File: config.mk
export PLATFORM = sky130hd
export DESIGN_NAME = lsu_bus_arbiter
export DESIGN_NICKNAME = d
export VERILOG_FILES = /design/src/rtl/lsu_bus_arbiter.sv
export SDC_FILE = /design/constraint.sdc
export NUM_CORES = 1
export LEC_CHECK = 0
export CORE_AREA = 4 4 128 118
export CTS_CLUSTER_DIAMETER = 200
export DETAILED_ROUTE_END_ITERATION = 6
export DIE_AREA = 0 0 132 122
export GPL_ROUTABILITY_DRIVEN = 1
export MAX_ROUTING_LAYER = met4
export PLACE_DENSITY = 0.91
export REMOVE_ABC_BUFFERS = 1
export SYNTH_ARGS = -nofsm -noshare
export SYNTH_HDL_FRONTEND = slang
export SYNTH_SLANG_ARGS = --single-unit
File: constraint.sdc
create_clock -name clk_i -period 2.2 [get_ports clk_i]
set_clock_uncertainty 0.15 [all_clocks]
set_input_delay 0.44 -clock clk_i [delete_from_list [all_inputs] [get_ports clk_i]]
set_output_delay 0.44 -clock clk_i [all_outputs]
set_load 0.1 [all_outputs]
File: src/rtl/lsu_bus_arbiter.sv
`default_nettype none
// ============================================================================
//  Module      : lsu_bus_arbiter
//  Description : Shares one req/gnt/rvalid data-memory bus between the fetch
//                unit (IF) and the mem1-stage load/store unit (LS). Buffers
//                one pulse request per port, arbitrates, keeps at most one
//                transaction outstanding, and routes the response back to
//                the owning port as a one-cycle done pulse.
//  Revision    : 1.0 - initial release
// ============================================================================
module lsu_bus_arbiter #(
   parameter int LSU_PRIORITY = 0   // 0: round-robin on ties, 1: LS wins ties
) (
   input  logic        clk_i,
   input  logic        rstn_i,
   // fetch port
   input  logic        if_req_i,
   input  logic [31:0] if_addr_i,
   output logic [31:0] if_rdata_o,
   output logic        if_req_done_o,
   // load/store port
   input  logic        ls_req_i,
   input  logic [31:0] ls_addr_i,
   input  logic        ls_we_i,
   input  logic [3:0]  ls_wsel_byte_i,
   input  logic [31:0] ls_wdata_i,
   output logic [31:0] ls_rdata_o,
   output logic        ls_req_done_o,
   // memory bus
   output logic        mem_req_o,
   output logic [31:0] mem_addr_o,
   output logic        mem_we_o,
   output logic [3:0]  mem_wsel_byte_o,
   output logic [31:0] mem_wdata_o,
   input  logic        mem_gnt_i,
   input  logic        mem_rvalid_i,
   input  logic [31:0] mem_rdata_i
);

   localparam logic [1:0] S_IDLE = 2'd0;
   localparam logic [1:0] S_REQ  = 2'd1;
   localparam logic [1:0] S_RESP = 2'd2;

   localparam logic P_IF = 1'b0;
   localparam logic P_LS = 1'b1;

   logic [1:0]  r_state;
   logic [1:0]  w_state_nxt;

   logic        r_if_pend;
   logic [31:0] r_if_addr;
   logic        r_ls_pend;
   logic [31:0] r_ls_addr;
   logic        r_ls_we;
   logic [3:0]  r_ls_wsel;
   logic [31:0] r_ls_wdata;

   logic        r_owner;       // port locked onto the bus while in REQ/RESP
   logic        r_last_owner;  // port of the most recent grant (round-robin)

   logic        w_any_pend;
   logic        w_winner;
   logic        w_sel;         // port whose payload is presented this cycle
   logic        w_mem_req;
   logic        w_grant;
   logic        w_if_busy;
   logic        w_ls_busy;
   logic        w_if_accept;
   logic        w_ls_accept;

   // A port is busy while it has a buffered request or owns the bus.
   assign w_if_busy   = r_if_pend || ((r_state != S_IDLE) && (r_owner == P_IF));
   assign w_ls_busy   = r_ls_pend || ((r_state != S_IDLE) && (r_owner == P_LS));
   assign w_if_accept = if_req_i && !w_if_busy;
   assign w_ls_accept = ls_req_i && !w_ls_busy;

   // LS wins when alone, on fixed priority, or when IF held the bus last.
   assign w_any_pend = r_if_pend || r_ls_pend;
   assign w_winner   = (r_ls_pend && (!r_if_pend || (LSU_PRIORITY != 0) ||
                                      (r_last_owner == P_IF))) ? P_LS : P_IF;
   assign w_grant    = w_mem_req && mem_gnt_i;

   // State register.
   always_ff @(posedge clk_i or negedge rstn_i) begin
      if (!rstn_i) begin
         r_state <= S_IDLE;
      end else begin
         r_state <= w_state_nxt;
      end
   end

   // Next-state logic: issue from IDLE, hold in REQ until grant, wait in RESP.
   always_comb begin
      w_state_nxt = r_state;
      case (r_state)
         S_IDLE:  if (w_any_pend)   w_state_nxt = mem_gnt_i ? S_RESP : S_REQ;
         S_REQ:   if (mem_gnt_i)    w_state_nxt = S_RESP;
         S_RESP:  if (mem_rvalid_i) w_state_nxt = S_IDLE;
         default:                   w_state_nxt = S_IDLE;
      endcase
   end

   // Output logic: bus request/payload and per-port completion routing.
   always_comb begin
      w_mem_req       = 1'b0;
      w_sel           = r_owner;
      mem_addr_o      = 32'd0;
      mem_we_o        = 1'b0;
      mem_wsel_byte_o = 4'd0;
      mem_wdata_o     = 32'd0;
      if_req_done_o   = 1'b0;
      ls_req_done_o   = 1'b0;
      if_rdata_o      = 32'd0;
      ls_rdata_o      = 32'd0;

      case (r_state)
         S_IDLE: begin
            w_mem_req = w_any_pend;
            w_sel     = w_winner;
         end
         S_REQ: begin
            w_mem_req = 1'b1;
         end
         S_RESP: begin
            if (mem_rvalid_i) begin
               if (r_owner == P_LS) begin
                  ls_req_done_o = 1'b1;
                  ls_rdata_o    = mem_rdata_i;
               end else begin
                  if_req_done_o = 1'b1;
                  if_rdata_o    = mem_rdata_i;
               end
            end
         end
         default: begin
            w_mem_req = 1'b0;
         end
      endcase

      if (w_mem_req) begin
         if (w_sel == P_LS) begin
            mem_addr_o      = r_ls_addr;
            mem_we_o        = r_ls_we;
            mem_wsel_byte_o = r_ls_wsel;
            mem_wdata_o     = r_ls_wdata;
         end else begin
            mem_addr_o      = r_if_addr;
            mem_we_o        = 1'b0;
            mem_wsel_byte_o = 4'b1111;
            mem_wdata_o     = 32'd0;
         end
      end
      mem_req_o = w_mem_req;
   end

   // Pending buffers, owner lock and round-robin history.
   always_ff @(posedge clk_i or negedge rstn_i) begin
      if (!rstn_i) begin
         r_if_pend    <= 1'b0;
         r_if_addr    <= 32'd0;
         r_ls_pend    <= 1'b0;
         r_ls_addr    <= 32'd0;
         r_ls_we      <= 1'b0;
         r_ls_wsel    <= 4'd0;
         r_ls_wdata   <= 32'd0;
         r_owner      <= P_IF;
         r_last_owner <= P_IF;
      end else begin
         // A port cannot be accepted and granted in the same cycle: grant
         // requires the pending flag, acceptance requires it clear.
         if (w_if_accept) begin
            r_if_pend <= 1'b1;
            r_if_addr <= if_addr_i;
         end else if (w_grant && (w_sel == P_IF)) begin
            r_if_pend <= 1'b0;
         end

         if (w_ls_accept) begin
            r_ls_pend  <= 1'b1;
            r_ls_addr  <= ls_addr_i;
            r_ls_we    <= ls_we_i;
            r_ls_wsel  <= ls_wsel_byte_i;
            r_ls_wdata <= ls_wdata_i;
         end else if (w_grant && (w_sel == P_LS)) begin
            r_ls_pend <= 1'b0;
         end

         // Lock the winner as owner when leaving IDLE, so a later arrival
         // cannot preempt a request that is waiting for grant.
         if ((r_state == S_IDLE) && w_any_pend) begin
            r_owner <= w_winner;
         end

         if (w_grant) begin
            r_last_owner <= w_sel;
         end
      end
   end

`ifndef SYNTHESIS
   // A new pulse while the same port is still pending or in flight is dropped.
   a_if_req_while_busy: assert property (@(posedge clk_i) disable iff (!rstn_i)
      if_req_i |-> !w_if_busy);
   a_ls_req_while_busy: assert property (@(posedge clk_i) disable iff (!rstn_i)
      ls_req_i |-> !w_ls_busy);
`endif

endmodule
`default_nettype wire
==> flow_summary_export.csv <==
group,metric,value,unit
placement,dp.cells,939,
setup_path,crit_arrival,2.15,ns
clock_network,cts_tree,"built",
sta,finalHoldViolations,0,
route,num_vias,5527,
cells_and_area,drive_gt1_share,62.5,%
grt,grt_pass1_wl,33800,um
worst_hold_path,min_delay_path_depth,1,
sta,timing.final.ws_setup,-0.536,ns
grt,grt_pass1_vias,5953,
setup_path,rr_worst_depth,6,
synth,netlist_instances,470,
route,drcViolationCount,0,
setup_path,timing.rr.start,"r_state[1]",
placement,pre_cts_ws,-0.561,ns
placement,place.port_buffers,274,
grt,grt-ovfl-total,0,
clock_network,cts.clk_slew.worst_paths,0.07,ns
synth,synthFlopType,"dfrtp_1",
cells_and_area,final_cell_mix,"149 x buf_12, 137 x clkdlybuf4s50_1, 104 x dfrtp_1",
floorplanning,die-area,16100,um^2
setup_path,worstPathRequired,1.61,ns
sta,setup_viol,136,
route,wl,25800,um
sta,slew_headroom,72.0,%
route,drt-initial-drc-count,319,
route,ant_nets,0,
floorplanning,initial_utilization,40.1,%
sta,worst_pin_slew,0.411,ns
worst_hold_path,min_to,"r_ls_wdata[10]",
cells_and_area,syn_to_final_growth,115,%
setup_path,critical_path_class,"reg -> out",
clock_network,clk_latency,0.33,ns
route,wl_per_cell,26.3,um
floorplanning,die_w,132,um
synth,async_reset_ff_share,100,%
floorplanning,ioPinCount,275,
sta,slew_viol_final,0,
setup_path,ff2ff_setup_slack,0.24,ns
setup_path,regToRegEndpoint,"r_if_addr[3]",
setup_path,critical_path.max_fanout,7,
run,drv_cap,0,
clock_network,cts.sinks,107,
worst_hold_path,min_from,"r_ls_wdata[10]",
setup_path,start_kind,"register",
floorplanning,rows,41,
placement,gp_congestion,0.829,
grt,grt_use_total,27.9,%
floorplanning,die_h,122,um
clock_network,cts_made_buffers,9,
grt,grt_max_degree,63,
clock_network,clock_path_buffers,2,
route,dr.pass1.iters,5,
grt,antenna_found_initial,3,
synth,ys_seq_elements,107,
setup_path,worstSetupEndpointType,"output pin",
clock_network,cts_htree_levels,3,
route,viasPerCell,5.63,
cells_and_area,finalNonFillerCells,982,
placement,post-dp-hpwl,15200,um
sta,fin_hold_ws,0.353,ns
cells_and_area,final_common_cell,"buf_12",
sta,setup_tns,-55.66,ns
cells_and_area,nFillCells,588,
worst_hold_path,hold_path.class,"reg -> reg",
run_status,violations,"setup timing",
synth,syn_area,5530,um^2
synth,synth_cell_types,29,
synth,yosysSeqAreaShare,48.4,%
synth,syn_avg_cell_area,11.8,um^2
sta,period_share,124,%
synth,yosysWarnings,0,
floorplanning,core_area,13800,um^2
clock_network,root_buffer,"clkbuf_16",
sta,finalCriticalPeriod,2.74,ns
cells_and_area,fin_nets,942,
sta,rsz0062_at_grt,"true",
run_status,run_status,"finished with violations",
sta,timing.fmax,0.366,GHz
synth,synth_edf_count,0,
==> worst max path at each step <==
stage | from | endpoint | slack [ns]
2_1_floorplan | r_state[1] | mem_addr_o[0] | -3.56
3_3_place_gp | r_last_owner | mem_wdata_o[9] | -0.45
3_5_place_dp | r_ls_pend | mem_wdata_o[24] | -0.56
4_1_cts | r_state[0] | mem_addr_o[13] | -0.42
5_1_grt | r_state[1] | mem_addr_o[13] | -0.58
6_report | r_state[1] | mem_addr_o[13] | -0.54
==> registers in the layout, summed over array words and instances (netlist names), 2 cells and up <==
name / flops
r_ls_addr: 32
r_ls_wsel: 4
r_if_addr: 32
r_state: 2
r_ls_wdata: 32
==> routing by layer <==
layer	up-vias	GRT usage (%)	share of wire, %
li1	2336	-	-
met1	2762	30.1	34
met5	-	-	0
met2	341	50.3	54
met3	88	5.82	6.5
met4	0	11.9	5.1
==> worst max-delay path, stage by stage (launching register included) <==
cell and delay (ns):
dfrtp_2 0.44, o21ai_2 0.19, a21boi_4 0.24, buf_6 0.18, buf_16 0.16, mux2i_2 0.26, buf_4 0.17, buf_12 0.16
==> through the flow <==
stage / area, um^2 / utilization (%)
5_1_grt: 11900 / 86.1
6_report: 11900 / 86.1
2_1_floorplan: 5310 / -
3_5_place_dp: 10300 / 74.4
3_3_place_gp: 10300 / 74.4
4_1_cts: 11300 / 82.0
==> logic make-up (layout without fill, tap and decap cells) <==
family	after synthesis	count (layout)	share of synthesized area, %
muxes	134	136	26.5
AOI/OAI and AO/OA	15	15	2.24
buffers and inverters	46	381	4.37
and+or+nand+nor	168	168	18.4
DFF	107	107	48.4
other	0	3	0
==> timing repair <==
action	CTS	global route
pin swaps	3	9
endpoints found under the setup margin	136	136
hold buffers	1	0
resized for setup	134	83
hold endpoints to repair	18	0
setup buffers	10	6
cloned	7	5
==> cell type report <==
cell class	count	area, um^2	share of cell area [%]
Timing Repair Buffer	361	5140	43.3
Multi-Input combinational cell	319	3540	29.8
Sequential cell	107	2680	22.6
Clock buffer	10	229	1.93
Tap cell	172	215	1.81
Clock inverter	5	38.8	0.326
Inverter	5	23.8	0.200
Antenna cell	3	7.51	0.0632
==> synthesized netlist by cell type (2+ instances only) <==
cell type | number | area [um^2]
and2_1 | 64 | 400
buf_4 | 2 | 15.0
a31oi_1 | 2 | 12.5
mux2i_1 | 33 | 330
inv_2 | 2 | 7.51
nand3_1 | 65 | 325
buf_2 | 19 | 95.1
dfrtp_1 | 107 | 2680
a32oi_1 | 2 | 17.5
mux2_2 | 101 | 1140
buf_1 | 3 | 11.3
inv_1 | 3 | 11.3
o21a_1 | 4 | 30.0
nor3b_1 | 33 | 248
buf_6 | 5 | 56.3
clkbuf_1 | 12 | 45.0
Power is left out: the tool's default activity adds up to more than one toggle a clock period on the data nets, which glitch-free logic cannot reach.
